`config.mk`:
```
export PLATFORM = sky130hd
export DESIGN_NAME = fft_chan_sched_flat
export DESIGN_NICKNAME = d
export VERILOG_FILES = /design/src/rtl/fft_chan_sched_if.sv /design/src/rtl/fft_chan_sched.sv /design/src/flat_wrapper.sv
export SDC_FILE = /design/constraint.sdc
export NUM_CORES = 1
export LEC_CHECK = 0
export ABC_AREA = 1
export CORE_ASPECT_RATIO = 0.5
export CORE_MARGIN = 2
export CORE_UTILIZATION = 54
export DETAILED_ROUTE_END_ITERATION = 10
export HOLD_SLACK_MARGIN = 0.1
export PLACE_DENSITY = 0.83
export SETUP_SLACK_MARGIN = 0.1
export SYNTH_ARGS = -nofsm -noshare
export SYNTH_HDL_FRONTEND = slang
export SYNTH_SLANG_ARGS = --single-unit
```
`constraint.sdc`:
```
create_clock -name clk -period 2.7 [get_ports clk]
set_input_delay 0.54 -clock clk [delete_from_list [all_inputs] [get_ports clk]]
set_output_delay 0.54 -clock clk [all_outputs]
set_load 0.05 [all_outputs]
```
`src/rtl/fft_chan_sched_if.sv`:
```
// Handshake and result bundle between the channel scheduler,
// the shared FFT engine, the peak detector and the result consumer.
//   master: scheduler side (drives fftstart/fftsel/detclr/results/flags)
//   slave : environment side (drives framevalid/fftdone/detectdone/maxbin/errclr)
interface fft_chan_sched_if;
    logic        framevalid;
    logic        fftstart;
    logic [1:0]  fftsel;
    logic        fftdone;
    logic        detclr;
    logic        detectdone;
    logic [9:0]  maxbin;
    logic [39:0] binout;
    logic        resultvalid;
    logic        busy;
    logic        errclr;
    logic        timeouterr;
    logic [1:0]  errchan;
    logic        overrun;

    modport master (
        input  framevalid, fftdone, detectdone, maxbin, errclr,
        output fftstart, fftsel, detclr, binout, resultvalid,
        output busy, timeouterr, errchan, overrun
    );

    modport slave (
        output framevalid, fftdone, detectdone, maxbin, errclr,
        input  fftstart, fftsel, detclr, binout, resultvalid,
        input  busy, timeouterr, errchan, overrun
    );
endinterface

```
`src/rtl/fft_chan_sched.sv`:
```
// Sequences NCHAN microphone channels through one shared FFT engine and
// peak detector per frame, then publishes all peak bins atomically.
// Ports: clk, reset (sync, active-high), bus (fft_chan_sched_if.master):
//   framevalid in, fftstart/fftsel/detclr out, fftdone/detectdone/maxbin in,
//   binout/resultvalid/busy out, errclr in, timeouterr/errchan/overrun out.
module fft_chan_sched #(
    parameter int NCHAN   = 4,
    parameter int TIMEOUT = 16384
) (
    input  logic             clk,
    input  logic             reset,
    fft_chan_sched_if.master bus
);
    typedef enum logic [2:0] {
        IDLE, FFT_START, FFT_WAIT, DET_CLR,
        DET_WAIT, STORE, DONE, ERR
    } state_t;

    localparam logic [15:0] TLAST = 16'(TIMEOUT - 1);
    localparam logic [1:0]  CLAST = 2'(NCHAN - 1);

    state_t      state;
    state_t      state_nx;
    logic [1:0]  chan;
    logic [15:0] timer;
    logic [9:0]  shadow [4];
    logic [39:0] shadow_packed;
    logic [39:0] binout_q;
    logic        resultvalid_q;
    logic        timeouterr_q;
    logic [1:0]  errchan_q;
    logic        overrun_q;
    logic        wait_first;
    logic        wait_expired;

    // done inputs are levels left over from the previous run during the
    // first wait cycle, so that cycle never counts as completion
    assign wait_first   = (timer == 16'd0);
    assign wait_expired = (timer == TLAST);

    always_comb begin
        state_nx = state;
        unique case (state)
            IDLE:      if (bus.framevalid) state_nx = FFT_START;
            FFT_START: state_nx = FFT_WAIT;
            FFT_WAIT: begin
                if (bus.fftdone && !wait_first) state_nx = DET_CLR;
                else if (wait_expired)          state_nx = ERR;
            end
            DET_CLR:   state_nx = DET_WAIT;
            DET_WAIT: begin
                if (bus.detectdone && !wait_first) state_nx = STORE;
                else if (wait_expired)             state_nx = ERR;
            end
            STORE:     state_nx = (chan == CLAST) ? DONE : FFT_START;
            DONE:      state_nx = IDLE;
            ERR:       state_nx = IDLE;
            default:   state_nx = IDLE;
        endcase
    end

    // unused channel slots stay zero in the published word
    always_comb begin
        shadow_packed = '0;
        for (int k = 0; k < NCHAN; k++) begin
            shadow_packed[10*k +: 10] = shadow[k];
        end
    end

    always_ff @(posedge clk) begin
        if (reset) begin
            state         <= IDLE;
            chan          <= '0;
            timer         <= '0;
            binout_q      <= '0;
            resultvalid_q <= 1'b0;
            timeouterr_q  <= 1'b0;
            errchan_q     <= '0;
            overrun_q     <= 1'b0;
            for (int k = 0; k < 4; k++) shadow[k] <= '0;
        end else begin
            state         <= state_nx;
            resultvalid_q <= 1'b0;
            case (state)
                IDLE: chan <= '0;
                FFT_START, DET_CLR: timer <= '0;
                FFT_WAIT, DET_WAIT: begin
                    if (state_nx != state) timer <= '0;
                    else if (timer != '1)  timer <= timer + 16'd1;
                end
                STORE: begin
                    shadow[chan] <= bus.maxbin;
                    if (chan != CLAST) chan <= chan + 2'd1;
                end
                DONE: begin
                    binout_q      <= shadow_packed;
                    resultvalid_q <= 1'b1;
                    chan          <= '0;
                end
                ERR: chan <= '0;
                default: ;
            endcase
            // a new error outranks a simultaneous clear
            if (state == ERR) begin
                timeouterr_q <= 1'b1;
                errchan_q    <= chan;
            end else if (bus.errclr) begin
                timeouterr_q <= 1'b0;
            end
            if (bus.framevalid && state != IDLE) overrun_q <= 1'b1;
            else if (bus.errclr)                 overrun_q <= 1'b0;
        end
    end

    assign bus.fftstart    = (state == FFT_START);
    assign bus.detclr      = (state == DET_CLR);
    assign bus.fftsel      = chan;
    assign bus.busy        = (state != IDLE);
    assign bus.binout      = binout_q;
    assign bus.resultvalid = resultvalid_q;
    assign bus.timeouterr  = timeouterr_q;
    assign bus.errchan     = errchan_q;
    assign bus.overrun     = overrun_q;
endmodule

```
`src/flat_wrapper.sv`:
```
// flat-port wrapper written by rule: the top's interface ports become plain ports
module fft_chan_sched_flat 
#(
    parameter int NCHAN   = 4,
    parameter int TIMEOUT = 16384
)
  (clk, reset, bus_framevalid, bus_fftdone, bus_detectdone, bus_maxbin, bus_errclr, bus_fftstart, bus_fftsel, bus_detclr, bus_binout, bus_resultvalid, bus_busy, bus_timeouterr, bus_errchan, bus_overrun);
  fft_chan_sched_if bus_i ();
  input  logic clk;
  input  logic reset;
  input wire logic [$bits(bus_i.framevalid)-1:0] bus_framevalid;
  input wire logic [$bits(bus_i.fftdone)-1:0] bus_fftdone;
  input wire logic [$bits(bus_i.detectdone)-1:0] bus_detectdone;
  input wire logic [$bits(bus_i.maxbin)-1:0] bus_maxbin;
  input wire logic [$bits(bus_i.errclr)-1:0] bus_errclr;
  output wire logic [$bits(bus_i.fftstart)-1:0] bus_fftstart;
  output wire logic [$bits(bus_i.fftsel)-1:0] bus_fftsel;
  output wire logic [$bits(bus_i.detclr)-1:0] bus_detclr;
  output wire logic [$bits(bus_i.binout)-1:0] bus_binout;
  output wire logic [$bits(bus_i.resultvalid)-1:0] bus_resultvalid;
  output wire logic [$bits(bus_i.busy)-1:0] bus_busy;
  output wire logic [$bits(bus_i.timeouterr)-1:0] bus_timeouterr;
  output wire logic [$bits(bus_i.errchan)-1:0] bus_errchan;
  output wire logic [$bits(bus_i.overrun)-1:0] bus_overrun;
  assign bus_i.framevalid = bus_framevalid;
  assign bus_i.fftdone = bus_fftdone;
  assign bus_i.detectdone = bus_detectdone;
  assign bus_i.maxbin = bus_maxbin;
  assign bus_i.errclr = bus_errclr;
  assign bus_fftstart = bus_i.fftstart;
  assign bus_fftsel = bus_i.fftsel;
  assign bus_detclr = bus_i.detclr;
  assign bus_binout = bus_i.binout;
  assign bus_resultvalid = bus_i.resultvalid;
  assign bus_busy = bus_i.busy;
  assign bus_timeouterr = bus_i.timeouterr;
  assign bus_errchan = bus_i.errchan;
  assign bus_overrun = bus_i.overrun;
  fft_chan_sched #(.NCHAN(NCHAN), .TIMEOUT(TIMEOUT)) u_core (.clk(clk), .reset(reset), .bus(bus_i));
endmodule
```
# Word-level counts from Yosys, hierarchy flattened
# Memories as Yosys holds them, arrays and structs flattened. A register that Yosys moved wholly into a read port is not among the register bits.
# Index checks and enable logic that the tools add are counted.
# word_totals
register_bits	26
mem_bits_rw	40
in_bits	16
output_inout_bits	50
wordCells	65
mem_count	1
# op_classes
addsub	2
eq_ne	14
n_mux	23
n_reduce_logical	18
# mem_list
name	depth	width	read_ports	rd_clocked_by_memory_dff	wr	line	source
u_core.shadow	4	10	4	4	4	fft_chan_sched.sv:26	logic [9:0] shadow [4];
# op_table
operator	n
16-bit two-way mux	2
16-bit case mux with 2 select lines	1
3-bit case mux with 7 select lines	1
16-bit by 1-bit adder with 16-bit output, second input constant	1
16-bit by 14-bit == test with 1-bit output, second input constant	1
16-bit logical NOT	1
16-bit inequality test, second input constant	1
3-bit two-way mux	5
3-bit == test, second input constant	4
1-bit two-way mux	10
10-bit two-way mux	1
10-bit OR reduction	1
2-bit nonzero test	4
3-bit by 2-bit == test with 1-bit output, second input constant	2
2-bit OR reduction	3
2-bit two-way mux	2
2-bit case mux with 2 select lines	1
2-bit AND reduction	2
3-bit by 1-bit == test with 1-bit output, second input constant	1
1-bit logical AND	3
3-bit logical NOT	1
3-bit by 1-bit inequality test with 1-bit output, second input constant	1
3-bit inequality test	1
3-bit nonzero test	1
6 further kinds	6

# Longest topological paths before layout
# Gate-level depths: netlist of the first run.
# depth
depth_word	8
mapped_depth	18
depth_no_buf	17

# Least setup slack after synthesis of the first run
# No wires, ideal clock.
# synth_timing
kind	reg-to-reg
start	register u_core.chan[1], in the netlist u_core.bus.fftsel[1]
end	register u_core.timer[6]
setup_time_ns	0.067
t_arrival_ns	2.124
required_time_ns	2.633
slack_ns	0.510
path_stages_with_launch	13
path_buffers	1
synth_period_minus_slack_ns	2.190
path_cell_list	dfxtp_1 ha_1 nor2_4 nor2_1 nand2_1 nor2_1 nand2_2 nand3_1 nand3_4 o21bai_4 buf_6 nand2_1 a21oi_2
# synth_between
elab_chain_cells	6
word_cells_on_any_way	8
classes_between	eq/ne (3); mux (4); reduce/logical (1)
# synth_lines
element	line	source
from (decl)	fft_chan_sched.sv:24	logic [1:0] chan;
from (signal assigned)	fft_chan_sched.sv:93	if (chan != CLAST) chan <= chan + 2'd1;
2-bit == test *	fft_chan_sched.sv:55	STORE: state_nx = (chan == CLAST) ? DONE : FFT_START;
3-bit two-way mux *	fft_chan_sched.sv:55	
3-bit case mux with 7 select lines *	fft_chan_sched.sv:43	unique case (state)
3-bit inequality test *	fft_chan_sched.sv:88	if (state_nx != state) timer <= '0;
16-bit two-way mux or 3-bit by 1-bit inequality test with 1-bit output (tied branches)	--	
16-bit case mux with 2 select lines or 2-bit AND reduction (tied branches)	--	
to (signal assigned)	fft_chan_sched.sv:89	else if (timer != '1) timer <= timer + 16'd1;
to (decl)	fft_chan_sched.sv:25	logic [15:0] timer;
# Mark *: on every way between the ends. The rest lies on a longest branch, timed or not.
# A chain may end at the register's enable or synchronous reset.

# Worst setup path in the final report of the first run
# layout_timing
start	register u_core.state[0]
end	output port bus_detclr
# layout_between
elab_chain_cells	1
# layout_lines
element	line	source
from (decl)	fft_chan_sched.sv:22	state_t state;
from (signal assigned)	fft_chan_sched.sv:82	state <= state_nx;
3-bit by 2-bit == test with 1-bit output	fft_chan_sched.sv:116	assign bus.detclr = (state == DET_CLR);
to (decl)	flat_wrapper.sv:18	output wire logic [$bits(bus_i.detclr)-1:0] bus_detclr;
# No other way between the ends.

==> impl_metrics.ini, run 1 <==
[run_status]
status = completed

[critical_path]
end_kind = output port
slowest_delay_ns = 0.79
crit_required_ns = 2.16
worst-path-buf-inv = 2
worst_setup_path_start_kind = flop
r2r_cells = 16
crit_arrival_ns = 1.88
r2r-end = u_core.timer[0]
r2r_start = u_core.timer[0]
crit_type = flop to output port
worstPathCellList = nand3_1 > inv_1 > clkdlybuf4s50_1
crit_slowest_cell = clkdlybuf4s50_1
path_delay_family = buffers and inverters
r2r_slack_ns = 0.40
worstPathMaxFanout = 7

[global_route]
grt_pass1_vias = 3596
grt_max_degree = 42
track_usage = 0.243
overflow = 0
antenna_found_initial = 0
grt_pass1_wl_um = 17100

[drt]
wl_per_cell_um = 14.0
routed_via_density = 5.16
drt_first_pass_iters = 6
drc = 0
final_antenna_net_count = 0
vias = 3867
first_iter_violations = 342
totalWireLength_um = 10500

[sta]
hold_viol = 0
maxSlewViolCount = 0
worst_pin_slew_ns = 0.534
fin_crit_ns = 2.42
period_share = 0.897
fmax_mhz = 413
max-slew-margin-rel = 0.643
rsz0062_at_grt = false
clock_skew_ns = 0.00720
setup_viol = 0
tns_ns = 0

[floorplan]
die_height_um = 68.8
dieArea_um2 = 9190
die_x_um = 134
start_util = 0.561
core_um2 = 8090
rows = 23
io_pins = 66

[synth]
avgSynthCellArea_um2 = 7.99
ys_seq_elements = 106
syn-instance-count = 567
synth_seq_area_share = 0.556
synth_area_leaders = dfxtp_1, edfxtp_1, nor2_1
synthesis.nets = 586
synth_edf_count = 40
async_flop_share = 0
yosys.area.top_type = dfxtp_1
synth_cell_types = 29
synth_top_cell_area_share = 0.291
synth_ff_type = dfxtp_1
ys_warn_count = 0
netlist_area_um2 = 4530

[pwr]
p_leak_nw = 2.45
vdd_drop_max_v = 0.000381
power_density_nw_per_um2 = 593

[clocking]
cts_hold_buf = 0
clk_latency_ns = 0.35
cts_tree = built
clkTransAtPathRegs_ns = 0.07
ctsRootBufferMaster = clkbuf_16
cts_made_buffers = 9
clock_path_buffers = 2
cts_sinks = 106
h-tree-depth = 3

[min_path]
hold_end = u_core.bus.errchan[0]
hp-start = u_core.bus.errchan[0]
hp-class = flop to flop
hold_depth = 2

[placement]
port-buffer-count = 65
detailed_place_hpwl_um = 7070
place_congestion = 0.877

[cells_and_area]
syn_to_final_growth_pct = 24.2
num-nets-final = 651
postLayoutCoreUtil = 0.696
insertedDiodeCount = 0
final_layout_size_suffix_gt1_frac = 0.0659
nFillCells = 638

[job]
drv_cap = 0
[worst register-to-register path: stages, from the launching register on]
cell and delay, ns:
dfxtp_1 0.38, ha_1 0.20, nand3_1 0.12, inv_1 0.11, nand2_1 0.11, nor2_1 0.13, nor2_1 0.05, nand2_1 0.06
nand2_1 0.05, nand2_2 0.10, nand3_1 0.11, nand3_4 0.15, nor2_1 0.08, nor2_2 0.33, nand2_1 0.09, nand2_1 0.08
nor2_1 0.04
[routing by layer]
metal  up-vias  GRT usage  wire length, µm
met5         -          0                0
met4         0     0.0904              145
met3        15     0.0556              594
met2       114      0.432             5100
met1      1820      0.301             4620
li1       1918          -                -
[Yosys cell counts, types with 2 or more instances]
library cell and instances:
edfxtp_1 40, nand3_1 14, inv_1 52, buf_1 2, nor2_4 3, nor3_1 13, ha_1 3, a21oi_1 9
xor2_1 8, nand2_1 90, o21ai_0 48, dfxtp_1 66, nor2_1 181, inv_2 2, clkbuf_1 18, nand2_2 4
a31oi_1 2
[metrics by stage]
| stage | hold WS [ns] | setup WS, ns | instances | cell area [µm²] | power (mW) |
|---|---|---|---|---|---|
| floorplan | 0.447 | 0.510 | 567 | 4530 | 1.97 |
| global placement | 0.433 | 0.285 | 733 | 5320 | 2.04 |
| detailed placement | 0.438 | 0.221 | 733 | 5320 | 2.05 |
| CTS | 0.449 | 0.114 | 749 | 5620 | 3.36 |
| global route | 0.493 | 0.101 | 749 | 5630 | 3.47 |
| finish | 0.451 | 0.279 | 749 | 5630 | 3.34 |
[where the power goes]
group          internal, mW  switching (mW)  total, mW
clock network         0.681           0.640       1.32
logic                 0.101           0.183      0.284
registers              1.70          0.0372       1.74
total                  2.48           0.860       3.34
[worst max-delay path by stage]
stage | startpoint | end | depth (start not counted)
after global routing | u_core.timer[0] | u_core.timer[0] | 16
after CTS | u_core.state[0] | bus_busy | 5
after global placement | bus_detectdone | u_core.timer[5] | 12
after detailed placement | bus_detectdone | u_core.timer[0] | 12
final | u_core.state[0] | bus_detclr | 3
after floorplan | u_core.bus.fftsel[1] | u_core.timer[6] | 12
[sequential cells by signal (all words and copies together), names as in the netlist]
name	cells
bus_binout	40
u_core.shadow	40
u_core.bus.timeouterr	1
u_core.timer	16
u_core.bus.fftsel	2
u_core.state	3
u_core.bus.resultvalid	1
u_core.bus.errchan	2
u_core.bus.overrun	1
[cells in the final DEF, fill, tap and decap left out]
| cell type | synthesis | final |
|---|---|---|
| nand3_1 | 14 | 14 |
| clkdlybuf4s50_1 | 0 | 63 |
| nand3_4 | 1 | 1 |
| inv_2 | 2 | 2 |
| buf_4 | 1 | 11 |
| nor3_1 | 13 | 13 |
| nand2_1 | 90 | 90 |
| xor2_1 | 8 | 8 |
| a31oi_1 | 2 | 2 |
| a21oi_2 | 1 | 1 |
| a41oi_1 | 1 | 1 |
| or2_2 | 1 | 1 |
| edfxtp_1 | 40 | 40 |
| o31ai_1 | 1 | 1 |
| nand3b_1 | 1 | 1 |
| nand4_1 | 1 | 1 |
| o21bai_4 | 1 | 1 |
| o211ai_1 | 1 | 1 |
| nor2_4 | 3 | 3 |
| inv_6 | 0 | 4 |
| dlymetal6s2s_1 | 0 | 2 |
| nand2_2 | 4 | 4 |
| inv_1 | 52 | 52 |
| o21ai_0 | 48 | 48 |
| nor2_1 | 181 | 179 |
| xnor2_1 | 1 | 1 |
| nor2_2 | 0 | 2 |
| dfxtp_1 | 66 | 66 |
| clkbuf_16 | 0 | 9 |
| a21oi_1 | 9 | 9 |
| ha_1 | 3 | 3 |
| clkinv_8 | 0 | 2 |
| clkbuf_8 | 0 | 1 |
[repair_timing]
item / 4_1_cts / 5_1_grt
setup buffers: 0 / 0
setup endpoints to repair: 0 / 8
gates resized for setup: 0 / 3
hold endpoints to repair: 0 / 0
[final cells by class]
cell class                 instances  area, µm²  area share
timing repair buffer              76        738       0.131
clock buffer                      10        239      0.0425
tap                              112        140      0.0249
multi-input combinational        385       1720       0.305
inverter                          54        203      0.0360
sequential                       106       2520       0.448
clock inverter                     6       67.6      0.0120
[logic make-up (layout without fill, tap and decap cells)]
logic type	after synthesis	count (layout)	share of synthesized area
buffers and inverters	76	146	0.0654
flip-flops	106	106	0.556
adder cells (fa/ha/maj)	3	3	0.00828
AO/OA/AOI/OAI	64	64	0.0770
AND/OR/NAND/NOR	309	309	0.275
XOR/XNOR	9	9	0.0174
No activity file was read; power rests on OpenSTA's default activity.
==> run 2, diff against run 1 <==
--- a/config.mk
+++ b/config.mk
@@ -7,7 +7,7 @@
 export LEC_CHECK = 0
 export ABC_AREA = 1
 export CORE_ASPECT_RATIO = 0.5
-export CORE_MARGIN = 2
+export CORE_MARGIN = 1.5
 export CORE_UTILIZATION = 54
 export DETAILED_ROUTE_END_ITERATION = 10
 export HOLD_SLACK_MARGIN = 0.1
==> run 2 against run 1 <==
Non-clock buffer count increased by 2. Maximum frequency increased by 0.82%. Hold slack about the same. Count of clock-buffer cells in the layout decreased by 1. Sequential power about the same. Core utilization increased by 0.53 points. Combinational power increased by 5%. Clock power decreased by 3%. Clock skew increased by 0.00096 ns. First-iteration DRC count increased by 15%. Via count decreased by 1.8%. Critical endpoint unchanged.
==> impl_metrics.ini, run 2 (synthesis results as in run 1) <==
[pwr]
vdd_drop_max_v = 0.000365
p_leak_nw = 2.46
total_power_mw = 3.31
power_density_nw_per_um2 = 586

[sta]
period_share = 0.889
maxSlewViolCount = 0
rsz0062_at_grt = false
tns_ns = 0
worst_pin_slew_ns = 0.804
fmax_mhz = 417
setup_ws_ns = 0.299
max-slew-margin-rel = 0.459
hold_viol = 0
clock_skew_ns = 0.00816
fin_crit_ns = 2.40
setup_viol = 0

[global_route]
track_usage = 0.231
grt_pass1_vias = 3433
overflow = 0
antenna_found_initial = 0
grt_pass1_wl_um = 16100
grt_max_degree = 42

[cells_and_area]
insertedDiodeCount = 0
syn_to_final_growth_pct = 24.7
final_common_cell = nor2_1
design_area_um2 = 5650
num-nets-final = 653
fin_cells = 751
final_cell_mix = nor2_1, nand2_1, dfxtp_1
nFillCells = 606
final_layout_size_suffix_gt1_frac = 0.0673

[critical_path]
crit_required_ns = 2.16
crit_type = flop to output port
crit_arrival_ns = 1.86
end_kind = output port
worst_setup_path_start_kind = flop
worstPathMaxFanout = 7

[floorplan]
start_util = 0.563
dieArea_um2 = 8990
rows = 23
io_pins = 66
core_um2 = 8060
die_height_um = 67.8
die_x_um = 133

[clocking]
cts_made_buffers = 9
clk_latency_ns = 0.35
ctsRootBufferMaster = clkbuf_16
clock_path_buffers = 2
cts_hold_buf = 0
cts_sinks = 106
clkTransAtPathRegs_ns = 0.07
h-tree-depth = 3
cts_tree = built

[min_path]
hp-class = flop to flop

[job]
drv_cap = 0

[placement]
placedInstanceArea_um2 = 5320
place_ws_ns = 0.237
port-buffer-count = 65
dp.cells = 734
detailed_place_hpwl_um = 6630
place_congestion = 0.872

[drt]
totalWireLength_um = 10100
routed_via_density = 5.06
final_antenna_net_count = 0
drt_first_pass_iters = 7
vias = 3799
first_iter_violations = 392
wl_per_cell_um = 13.4
drc = 0

[run_status]
status = completed
-- run 2: final cells by class --
cell class / count / area (µm²) / area share
flip-flops and latches: 106 / 2520 / 0.446
well taps: 112 / 140 / 0.0248
repair buffers: 78 / 766 / 0.135
clock inverters: 7 / 71.3 / 0.0126
inverters: 54 / 203 / 0.0359
clock buffers: 9 / 225 / 0.0398
multi-input cells: 385 / 1720 / 0.305
-- run 2: path summary, 6_finish.rpt --
path	startpoint	endpoint	slack, ns	depth (start not counted)
max reg2reg	u_core.timer[1]	u_core.timer[9]	0.41	17
min reg2reg	u_core.bus.errchan[1]	u_core.bus.errchan[1]	0.45	2
max	u_core.state[0]	bus_detclr	0.30	3
min	u_core.bus.errchan[1]	u_core.bus.errchan[1]	0.45	2
-- run 2: layer usage --
| layer | global-route usage | routed length (µm) | vias up |
|---|---|---|---|
| met4 | 0.0865 | 188 | 0 |
| met1 | 0.293 | 4420 | 1735 |
| li1 | - | - | 1917 |
| met3 | 0.0526 | 650 | 20 |
| met5 | 0 | 0 | - |
| met2 | 0.398 | 4800 | 127 |
-- run 2: metrics by stage --
stage / utilization / hold WS (ns)
floorplan: - / 0.447
global placement: 0.661 / 0.434
detailed placement: 0.661 / 0.440
CTS: 0.697 / 0.452
global route: 0.701 / 0.486
finish: 0.701 / 0.450
-- run 2: power by group --
| group | internal [mW] | switching [mW] | leakage, nW |
|---|---|---|---|
| clock | 0.652 | 0.628 | 0.144 |
| combinational | 0.110 | 0.188 | 1.37 |
| sequential | 1.70 | 0.0357 | 0.947 |
| total | 2.46 | 0.853 | 2.46 |
-- run 2: critical path: stages (launching register included) --
cell and delay, ns:
dfxtp_1 0.50, nand3_1 0.15, inv_1 0.07, clkdlybuf4s50_1 0.79
-- run 2: timing repair --
item                                   CTS  global route
gates resized for setup                  0             4
setup endpoints to repair                0            10
buffers inserted                         0             1
endpoints found under the hold margin    0             0
